[src/rtl/sdram_arb_pkg.sv]
// Shared types and default sizing for the multi-port SDRAM burst arbiter.
package sdram_arb_pkg;

  typedef enum logic [2:0] {
    ST_IDLE,
    ST_ARB,
    ST_REQ,
    ST_XFER,
    ST_DONE
  } arb_state_e;

  localparam int DEF_CH_NUM = 4;
  localparam int DEF_ADDR_W = 24;
  localparam int DEF_LEN_W  = 10;
  localparam int DEF_LVL_W  = 10;

endpackage

[src/rtl/rr_pick.sv]
// Round-robin picker: first set request bit found scanning upward from last_i + 1.
module rr_pick #(
  parameter  int N  = 4,
  localparam int IW = $clog2(N)
) (
  input  logic [N-1:0]  req_i,
  input  logic [IW-1:0] last_i,
  output logic [IW-1:0] idx_o,
  output logic          vld_o
);

  // Walk the scan backwards so the candidate nearest to last_i + 1 overwrites the rest.
  always_comb begin
    idx_o = '0;
    vld_o = 1'b0;
    for (int k = N; k >= 1; k--) begin
      if (req_i[(int'(last_i) + k) % N]) begin
        idx_o = IW'((int'(last_i) + k) % N);
        vld_o = 1'b1;
      end
    end
  end

endmodule

[src/rtl/sdram_nport_arbiter.sv]
// Arbitrates SDRAM write/read bursts between CH_NUM FIFO channels, owning per-channel
// address pointers with optional ping-pong banking on the address MSB.
module sdram_nport_arbiter
  import sdram_arb_pkg::*;
#(
  parameter int CH_NUM = DEF_CH_NUM,
  parameter int ADDR_W = DEF_ADDR_W,
  parameter int LEN_W  = DEF_LEN_W,
  parameter int LVL_W  = DEF_LVL_W
) (
  input  logic                       clk,
  input  logic                       rst,
  input  logic                       sdram_init_done,
  input  logic                       sdram_pingpang_en,
  input  logic [CH_NUM*ADDR_W-1:0]   ch_min_addr,
  input  logic [CH_NUM*ADDR_W-1:0]   ch_max_addr,
  input  logic [LEN_W-1:0]           wr_length,
  input  logic [LEN_W-1:0]           rd_length,
  input  logic [CH_NUM*LVL_W-1:0]    ch_wr_level,
  input  logic [CH_NUM*LVL_W-1:0]    ch_rd_level,
  input  logic [CH_NUM-1:0]          ch_rd_en,
  input  logic [CH_NUM-1:0]          ch_wr_load,
  input  logic [CH_NUM-1:0]          ch_rd_load,
  output logic                       sdram_wr_req,
  input  logic                       sdram_wr_ack,
  output logic [ADDR_W-1:0]          sdram_wr_addr,
  output logic                       sdram_rd_req,
  input  logic                       sdram_rd_ack,
  output logic [ADDR_W-1:0]          sdram_rd_addr,
  output logic [$clog2(CH_NUM)-1:0]  grant_ch,
  output logic                       grant_wr,
  output logic                       busy
);

  localparam int IW = $clog2(CH_NUM);
  localparam int CW = (LVL_W > LEN_W) ? LVL_W : LEN_W;

  arb_state_e        state_q;
  logic [IW-1:0]     last_q;
  logic [ADDR_W-1:0] wr_ptr_q [CH_NUM];
  logic [ADDR_W-1:0] rd_ptr_q [CH_NUM];
  logic [CH_NUM-1:0] wr_bank_q, rd_bank_q;
  logic [LEN_W-1:0]  len_q;
  logic              skip_q;

  logic [CH_NUM-1:0] wr_elig, rd_elig, any_elig;
  logic [IW-1:0]     pick_idx;
  logic              pick_vld, pick_wr, bank_sel, ack_d, wrap_d;
  logic [ADDR_W-1:0] min_sel, ptr_sel, addr_d;
  logic [ADDR_W-1:0] g_min, g_max, g_ptr, adv_d, lim_d;

  always_comb begin
    wr_elig = '0;
    rd_elig = '0;
    for (int i = 0; i < CH_NUM; i++) begin
      wr_elig[i] = (wr_length != '0) &&
                   (CW'(ch_wr_level[i*LVL_W +: LVL_W]) >= CW'(wr_length));
      rd_elig[i] = ch_rd_en[i] &&
                   (CW'(ch_rd_level[i*LVL_W +: LVL_W]) < CW'(rd_length));
    end
  end

  assign any_elig = wr_elig | rd_elig;

  rr_pick #(.N(CH_NUM)) u_pick (
    .req_i  (any_elig),
    .last_i (last_q),
    .idx_o  (pick_idx),
    .vld_o  (pick_vld)
  );

  // Address of the burst about to be granted; write wins within a channel.
  always_comb begin
    pick_wr  = wr_elig[pick_idx];
    min_sel  = ch_min_addr[int'(pick_idx)*ADDR_W +: ADDR_W];
    ptr_sel  = pick_wr ? wr_ptr_q[pick_idx] : rd_ptr_q[pick_idx];
    bank_sel = pick_wr ? wr_bank_q[pick_idx] : rd_bank_q[pick_idx];
    addr_d   = min_sel + ptr_sel;
    if (sdram_pingpang_en) addr_d[ADDR_W-1] = bank_sel;
  end

  // Pointer advance for the granted burst, evaluated in DONE.
  always_comb begin
    ack_d  = grant_wr ? sdram_wr_ack : sdram_rd_ack;
    g_min  = ch_min_addr[int'(grant_ch)*ADDR_W +: ADDR_W];
    g_max  = ch_max_addr[int'(grant_ch)*ADDR_W +: ADDR_W];
    g_ptr  = grant_wr ? wr_ptr_q[grant_ch] : rd_ptr_q[grant_ch];
    adv_d  = g_ptr + ADDR_W'(len_q);
    lim_d  = g_max - g_min - ADDR_W'(len_q);
    wrap_d = adv_d > lim_d;
  end

  always_ff @(posedge clk) begin
    if (rst) begin
      state_q       <= ST_IDLE;
      last_q        <= IW'(CH_NUM - 1);
      wr_bank_q     <= '0;
      rd_bank_q     <= '0;
      len_q         <= '0;
      skip_q        <= 1'b0;
      sdram_wr_req  <= 1'b0;
      sdram_rd_req  <= 1'b0;
      sdram_wr_addr <= '0;
      sdram_rd_addr <= '0;
      grant_ch      <= '0;
      grant_wr      <= 1'b0;
      busy          <= 1'b0;
      for (int i = 0; i < CH_NUM; i++) begin
        wr_ptr_q[i] <= '0;
        rd_ptr_q[i] <= '0;
      end
    end else begin
      case (state_q)
        ST_IDLE: if (sdram_init_done) state_q <= ST_ARB;
        ST_ARB: begin
          if (pick_vld) begin
            state_q  <= ST_REQ;
            last_q   <= pick_idx;
            grant_ch <= pick_idx;
            grant_wr <= pick_wr;
            len_q    <= pick_wr ? wr_length : rd_length;
            skip_q   <= pick_wr ? ch_wr_load[pick_idx] : ch_rd_load[pick_idx];
            busy     <= 1'b1;
            if (pick_wr) begin
              sdram_wr_req  <= 1'b1;
              sdram_wr_addr <= addr_d;
            end else begin
              sdram_rd_req  <= 1'b1;
              sdram_rd_addr <= addr_d;
            end
          end
        end
        ST_REQ: begin
          if (ack_d) begin
            state_q      <= ST_XFER;
            sdram_wr_req <= 1'b0;
            sdram_rd_req <= 1'b0;
          end
        end
        ST_XFER: if (!ack_d) state_q <= ST_DONE;
        ST_DONE: begin
          state_q <= ST_ARB;
          busy    <= 1'b0;
          if (!skip_q) begin
            if (grant_wr) begin
              wr_ptr_q[grant_ch] <= wrap_d ? '0 : adv_d;
              if (wrap_d && sdram_pingpang_en) wr_bank_q[grant_ch] <= ~wr_bank_q[grant_ch];
            end else begin
              rd_ptr_q[grant_ch] <= wrap_d ? '0 : adv_d;
              if (wrap_d && sdram_pingpang_en) rd_bank_q[grant_ch] <= ~wr_bank_q[grant_ch];
            end
          end
        end
        default: state_q <= ST_IDLE;
      endcase

      // A load of the in-flight pointer cancels its advance; loads below override DONE.
      if ((state_q == ST_REQ || state_q == ST_XFER) &&
          (grant_wr ? ch_wr_load[grant_ch] : ch_rd_load[grant_ch]))
        skip_q <= 1'b1;

      for (int i = 0; i < CH_NUM; i++) begin
        if (ch_wr_load[i]) begin
          wr_ptr_q[i]  <= '0;
          wr_bank_q[i] <= 1'b0;
        end
        if (ch_rd_load[i]) begin
          rd_ptr_q[i]  <= '0;
          rd_bank_q[i] <= 1'b0;
        end
      end
    end
  end

endmodule

[config.mk]
export PLATFORM = sky130hd
export DESIGN_NAME = sdram_nport_arbiter
export DESIGN_NICKNAME = d
export VERILOG_FILES = /design/src/rtl/sdram_arb_pkg.sv /design/src/rtl/rr_pick.sv /design/src/rtl/sdram_nport_arbiter.sv
export SDC_FILE = /design/constraint.sdc
export NUM_CORES = 1
export LEC_CHECK = 0
export CELL_PAD_IN_SITES_DETAIL_PLACEMENT = 0
export CELL_PAD_IN_SITES_GLOBAL_PLACEMENT = 1
export CORE_MARGIN = 4
export CORE_UTILIZATION = 38
export DETAILED_ROUTE_END_ITERATION = 7
export GPL_TIMING_DRIVEN = 0
export PLACE_DENSITY_LB_ADDON = 0.05
export SYNTH_ARGS = -nofsm -noshare
export SYNTH_HDL_FRONTEND = slang
export SYNTH_SLANG_ARGS = --single-unit
export TNS_END_PERCENT = 10
[constraint.sdc]
create_clock -name clk -period 7.5 [get_ports clk]
set_input_delay 1.5 -clock clk [delete_from_list [all_inputs] [get_ports clk]]
set_output_delay 1.5 -clock clk [all_outputs]
set_load 0.02 [all_outputs]
==> metrics.txt, run 1 <==
Die Span Y 241.4 µm; Hold Violations, Final 0; cell internal pwr 0.006224 W; Post-synth EDFFs 192; largest family of logic cells by synthesized area multiplexers; largest net degree at the start of global routing 29; FILL cells 4913; via count 18130; Max Slew Vio Count 0; cts hold-fix bufs 0; initial antenna violation count 11; DPL Wire Length 68.60 mm; Skew-Pair Late Insertion Delay 590 ps; crit path max fanout 7; pwr/cell area 428.6 nW/µm²; fraction of layout cells with a size suffix above 1 21.07%; minimum clock period 7445 ps; Cell variety after synth 75; Die Wd 241.4 µm; RD Place Congestion 0.9234; Post-Route M1 WL 36.62 mm; core area 53920 µm²; Netlist Area Pre-Place 20700 µm²; reg2reg setup slack 400 ps; worst path required time 7980 ps; routed wire length 88.95 mm; CP peak stage delay 520 ps; Worst VDD drop 0.2417 mV; Syn Inst Count 2000; Layout Nets 2950; routed length per placed instance 27.93 µm; drc violations 0; Post-synth top cells nor2_1 (287), edfxtp_1 (192), mux2i_1 (189), ha_1 (169), nand2_1 (150); CTS H-Tree Depth 1; FF+latch area 7367 µm²; post-synthesis simple-gate area fraction 12.25%; Syn Area/Cell 10.35 µm²; Synth area leader edfxtp_1; die area 58260 µm²; crit path kind in -> reg; iteration count of the initial detailed-routing pass 5; Initial Utilization 38.38%; TNS Setup 0 ps; highest routed layer met5; Via density 5.692; crit path launch type input port; max_cap viols 0; post-synthesis mux area share 23.40%; Layout Skew 20.05 ps; switch share 48.48%; met2 wire len 42.20 mm; Pleak 11.36 nW; # rows 85; Psw 0.005857 W; worst slew pin tran 1070 ps; CTS sink count 272; CTS Buf Count 29; hold crit path type reg -> reg; worst-case clock buffer depth 3; CTS tree done; Mapped Nets 2491; gr usage total 29.10%; Design Area, Final 28190 µm²; Overflow after GRT 0; ys async rst share 0%; clk slew on worst S/H paths 70 ps; Peak Freq 134.3 MHz; Seq pwr share 16.2%; Main synth FF type edfxtp_1; warnings from Yosys 0; drt initial violations 1392; port bufs 362; worst slew margin relative to its limit 28.38%; Synth Register Bits 272; area fraction of the dominant cell type after synthesis 27.86%; Worst Setup End Kind register; I/O Pins 364; ANT nets after route 0; top-count cell post-synth nor2_1; multi-input logic area 13510 µm²; Seq/Total Area, Yosys 35.60%; first-pass GRT wire length 123.1 mm; Placed Area 25210 µm²; Compound-Gate Fraction of Synth Area 10.21%; period utilisation layout 99.27%; final setup vio count 0; synth top area cells edfxtp_1 (28%), mux4_2 (11%), ha_1 (10%); run status finished, final reports clean; area delta synth->final 36.19%; Root Buffer clkbuf_16; crit path max-delay cell type or4_4; met3 wire length 7.238 mm; Synth Area in XOR/XNOR 2.793%; vias in the first global route 18190; clock share of power 12.5%; Comb pwr share 71.3%; Crit path arrival time 7920 ps; Synth Area in Adders 11.38%
[final cells by class]
class / instances / share of cell area, %
multi-input combinational: 1519 / 47.92
sequential: 272 / 26.14
timing repair buffer: 434 / 15.39
tap: 696 / 3.089
clock buffer: 38 / 2.863
buffer: 89 / 2.357
inverter: 114 / 1.554
clock inverter: 16 / 0.6348
antenna: 7 / 0.06214
[critical path, delay by kind of cell]
family,cells,cell delay [ps]
multiplexers,5,1160
adder cells (fa/ha/maj),2,450
AND/OR/NAND/NOR,9,1720
AO/OA/AOI/OAI,8,2150
buffers and inverters,7,920
[routing by layer]
| layer | up-vias | GRT usage, % |
|---|---|---|
| met5 | - | 0 |
| met4 | 8 | 9.755 |
| met3 | 143 | 7.195 |
| met2 | 712 | 49.15 |
| met1 | 8949 | 36.72 |
| li1 | 8317 | - |
[flip-flops by register name, indices dropped and copies added (netlist names), 3 cells and up, named ones only]
name	flops
sdram_wr_addr	24
rd_ptr_q	96
sdram_rd_addr	24
wr_bank_q	4
rd_bank_q	4
state_q	3
len_q	10
wr_ptr_q	96
[stage by stage]
stage	hold slack [ps]	utilization [%]	cells	setup WS, ps	total power [W]
finish	458.2	52.28	3185	54.76	0.01208
global route	482.2	52.27	3183	-39.12	0.01280
CTS	461.2	50.19	3139	-322.0	0.01159
detailed placement	452.5	46.75	3058	-2374	0.009473
global placement	448.8	46.72	3058	-2419	0.009389
floorplan	488.9	-	2000	75.90	0.006867
[cell families (layout without fill, tap and decap cells)]
kind of cell,Yosys count,count (layout)
and+or+nand+nor,584,584
muxes,353,353
AOI/OAI and AO/OA,335,335
DFF,272,272
buffers and inverters,209,691
adders and majority gates,181,181
xor gates and xnor gates,66,66
other,0,7
[placed cells by master (no fill, tap or decap), types with 18 or more instances in the layout]
| cell type | instances |
|---|---|
| mux2i_1 | 184 |
| buf_12 | 18 |
| a21oi_1 | 128 |
| xor2_1 | 25 |
| inv_1 | 96 |
| nand2_2 | 22 |
| nor3_1 | 19 |
| mux4_2 | 98 |
| dlymetal6s2s_1 | 29 |
| mux2_2 | 56 |
| clkbuf_2 | 18 |
| clkbuf_16 | 31 |
| edfxtp_1 | 192 |
| nand2b_1 | 19 |
| ha_1 | 142 |
| a211oi_1 | 24 |
| ha_4 | 18 |
| buf_4 | 69 |
| xnor2_1 | 31 |
| clkdlybuf4s50_1 | 326 |
| clkbuf_1 | 34 |
| o21ai_0 | 29 |
| nor2_1 | 284 |
| nand2_1 | 128 |
| a21o_1 | 24 |
| dfxtp_1 | 80 |
[path summary, 6_finish.rpt]
check / cells past startpoint / to / start
worst min register to register: 2 / sdram_wr_addr[7] / sdram_wr_addr[7]
worst max register to register: 28 / wr_ptr_q[1][5] / grant_ch[0]
worst max-delay path: 31 / sdram_rd_addr[23] / wr_length[7]
worst min-delay path: 2 / sdram_wr_addr[7] / sdram_wr_addr[7]
[power groups by stage]
stage | combinational, W | clock (W) | sequential, W
2_1_floorplan | 0.00483 | 0 | 0.00204
3_3_place_gp | 0.00741 | 0 | 0.00198
3_5_place_dp | 0.00749 | 0 | 0.00199
4_1_cts | 0.00811 | 0.00153 | 0.00195
5_1_grt | 0.00923 | 0.00159 | 0.00198
6_report | 0.00861 | 0.00151 | 0.00196
[what timing repair did]
item                       4_1_cts  5_1_grt
setup endpoints to repair      232      220
gates cloned                     3        0
pin swaps                       18       56
gates resized for setup        152      205
setup buffers                   29       40
Power figures use the tool's default switching activity.
==> run 2, diff against run 1 <==
--- a/config.mk
+++ b/config.mk
@@ -5,10 +5,11 @@
 export SDC_FILE = /design/constraint.sdc
 export NUM_CORES = 1
 export LEC_CHECK = 0
+export CAP_MARGIN = 20
 export CELL_PAD_IN_SITES_DETAIL_PLACEMENT = 0
 export CELL_PAD_IN_SITES_GLOBAL_PLACEMENT = 1
 export CORE_MARGIN = 4
-export CORE_UTILIZATION = 38
+export CORE_UTILIZATION = 42
 export DETAILED_ROUTE_END_ITERATION = 7
 export GPL_TIMING_DRIVEN = 0
 export PLACE_DENSITY_LB_ADDON = 0.05
==> constraint.sdc (replaced) <==
create_clock -name clk -period 6.9 [get_ports clk]
set_input_delay 1.38 -clock clk [delete_from_list [all_inputs] [get_ports clk]]
set_output_delay 1.38 -clock clk [all_outputs]
set_load 0.02 [all_outputs]
==> run 2 against run 1 <==
Compared with the run above: highest routed layer unchanged; register-to-register slack worse by 280 ps; setup slack worse by 390 ps; die area fell by 9.2%; sequential power rose by 9%; combinational power increased by 16%; the flow now finishes with violations (setup timing); largest cell class unchanged.
==> metrics.txt, run 2 (synthesis gave the netlist of run 1 again) <==
routed length per placed instance 27.07 µm; reg2reg setup slack 120 ps; Peak Freq 138.3 MHz; ANT nets after route 0; crit path launch type input port; RD Place Congestion 0.8824; max_cap viols 0; Skew-Pair Late Insertion Delay 580 ps; Initial Utilization 42.37%; hold path depth 2; I/O Pins 364; CTS tree done; die area 52890 µm²; Layout Nets 2981; Via density 5.788; Pleak 11.70 nW; switch share 47.78%; CTS sink count 272; cell mode on critical path buf_12; pwr/cell area 475.8 nW/µm²; Crit path arrival time 7690 ps; via count 18430; Max Slew Vio Count 0; drc violations 0; Root Buffer clkbuf_16; cts hold-fix bufs 0; most common cell after layout, fill and taps aside clkdlybuf4s50_1; cell internal pwr 0.007150 W; CTS H-Tree Depth 1; Hold Violations, Final 0; clk slew on worst S/H paths 70 ps; period utilisation layout 104.8%; largest net degree at the start of global routing 29; worst slew pin tran 1110 ps; drt initial violations 1608; area delta synth->final 39.03%; port bufs 362; DPL Wire Length 65.61 mm; violated checks setup timing; Seq pwr share 15.6%; RSZ-0062 raised after global routing yes; vias in the first global route 18150; setup ws final -330.7 ps; gr usage total 30.98%; routed wire length 86.19 mm; met3 wire length 6.605 mm; Placed Area 25300 µm²; worst path required time 7360 ps; hold path start sdram_rd_addr[17]; Overflow after GRT 0; CTS Buf Count 29; run status complete, but fails checks; Top Registers rd_ptr_q x96, wr_ptr_q x96; Psw 0.006541 W; core area 48850 µm²; initial antenna violation count 13; most frequent cells in the layout clkdlybuf4s50_1 (312), nor2_1 (266), edfxtp_1 (192), mux2i_1 (186), ha_1 (139); Die Span Y 230.0 µm; Worst VDD drop 0.3347 mV; highest routed layer met5; CP peak stage delay 520 ps; hold crit path type reg -> reg; met2 wire len 42.23 mm; Layout Skew 15.38 ps; worst-case clock buffer depth 3; Comb pwr share 72.8%; Crit path depth 30; Worst R2R Path Depth 29; worst slew margin relative to its limit 25.69%; final setup vio count 2; first-pass GRT wire length 122.8 mm; fin util 58.90%; minimum clock period 7231 ps; fraction of layout cells with a size suffix above 1 23.18%; clock share of power 11.6%; delay-heaviest family, CP compound AO/OA/AOI/OAI gates; Hold Path End sdram_rd_addr[17]; # rows 81; Die Wd 230.0 µm; crit path kind in -> reg; Worst Setup End Kind register; worst reg2reg path endpoint rd_ptr_q[1][18]; Post-Route M1 WL 34.75 mm; crit path max-delay cell type clkdlybuf4s50_1; crit path max fanout 10; iteration count of the initial detailed-routing pass 7; Design Area, Final 28770 µm²; worst path buffer plus inverter count 5; FILL cells 4238
## run 2: changes by cell type in the layout (fill, tap and decap cells not counted), moves of 9 or more
| cell | before | now |
|---|---|---|
| buf_4 | 69 | 91 |
| buf_6 | 8 | 17 |
| clkdlybuf4s50_1 | 326 | 312 |
| dlymetal6s2s_1 | 29 | 44 |
| nor2_1 | 284 | 266 |
| nor2_2 | 4 | 17 |
## run 2: layout make-up
type                            instances  area (µm²)  area share (%)
Clock inverter                         14       180.2          0.6262
Antenna cell                            9       22.52         0.07827
Sequential cell                       272        7371           25.62
Tap cell                              664       830.8           2.887
Buffer                                 87       718.2           2.496
Timing Repair Buffer                  465        4700           16.33
Clock buffer                           38       759.5           2.639
Multi-Input combinational cell       1521       13750           47.80
Inverter                              114       437.9           1.522
## run 2: what timing repair did
| item | in CTS | in global routing |
|---|---|---|
| pin swaps | 25 | 101 |
| gates resized for setup | 175 | 230 |
| endpoints found under the setup margin | 238 | 228 |
| gates cloned | 6 | 2 |
| buffers inserted | 33 | 62 |
## run 2: worst max-delay path by stage
| stage | from | end | slack (ps) |
|---|---|---|---|
| after floorplan | wr_length[8] | sdram_rd_addr[23] | -200 |
| after global placement | grant_wr | rd_ptr_q[0][19] | -2640 |
| after detailed placement | grant_wr | rd_ptr_q[0][23] | -2800 |
| after CTS | wr_length[8] | sdram_rd_addr[23] | -590 |
| after global routing | ch_wr_level[27] | sdram_rd_addr[23] | -460 |
| final | ch_wr_level[27] | sdram_rd_addr[23] | -330 |
## run 2: power groups by stage
stage / registers, W / clock network [W] / logic [W]
2_1_floorplan: 0.00222 / 0 / 0.00531
3_3_place_gp: 0.00214 / 0 / 0.00796
3_5_place_dp: 0.00215 / 0 / 0.00806
4_1_cts: 0.00212 / 0.00159 / 0.00904
5_1_grt: 0.00215 / 0.00168 / 0.0106
6_report: 0.00213 / 0.00159 / 0.00997
## run 2: layer usage
| metal | track usage [%] | vias up |
|---|---|---|
| met5 | 0 | - |
| met4 | 7.297 | 8 |
| met3 | 4.955 | 130 |
| met2 | 54.42 | 797 |
| met1 | 40.26 | 9130 |
| li1 | - | 8364 |
## run 2: tightest hold or removal path: cells and delay by family (launching register included)
| kind | cells | cell delay, ps |
|---|---|---|
| flip-flops | 1 | 310 |
| AO/OA/AOI/OAI | 1 | 50 |
| AND/OR/NAND/NOR | 1 | 50 |
## run 2: through the flow
stage	cells	hold slack [ps]	TNS, ps	worst slack (ps)	total power, W
6_report	3184	452.8	-455.2	-330.7	0.01369
3_3_place_gp	3026	448.7	-523060	-2641	0.01011
3_5_place_dp	3027	447.4	-556180	-2796	0.01021
5_1_grt	3181	475.5	-1894	-455.4	0.01446
2_1_floorplan	2000	488.9	-197.3	-197.3	0.007526
4_1_cts	3113	456.0	-3326	-594.7	0.01276
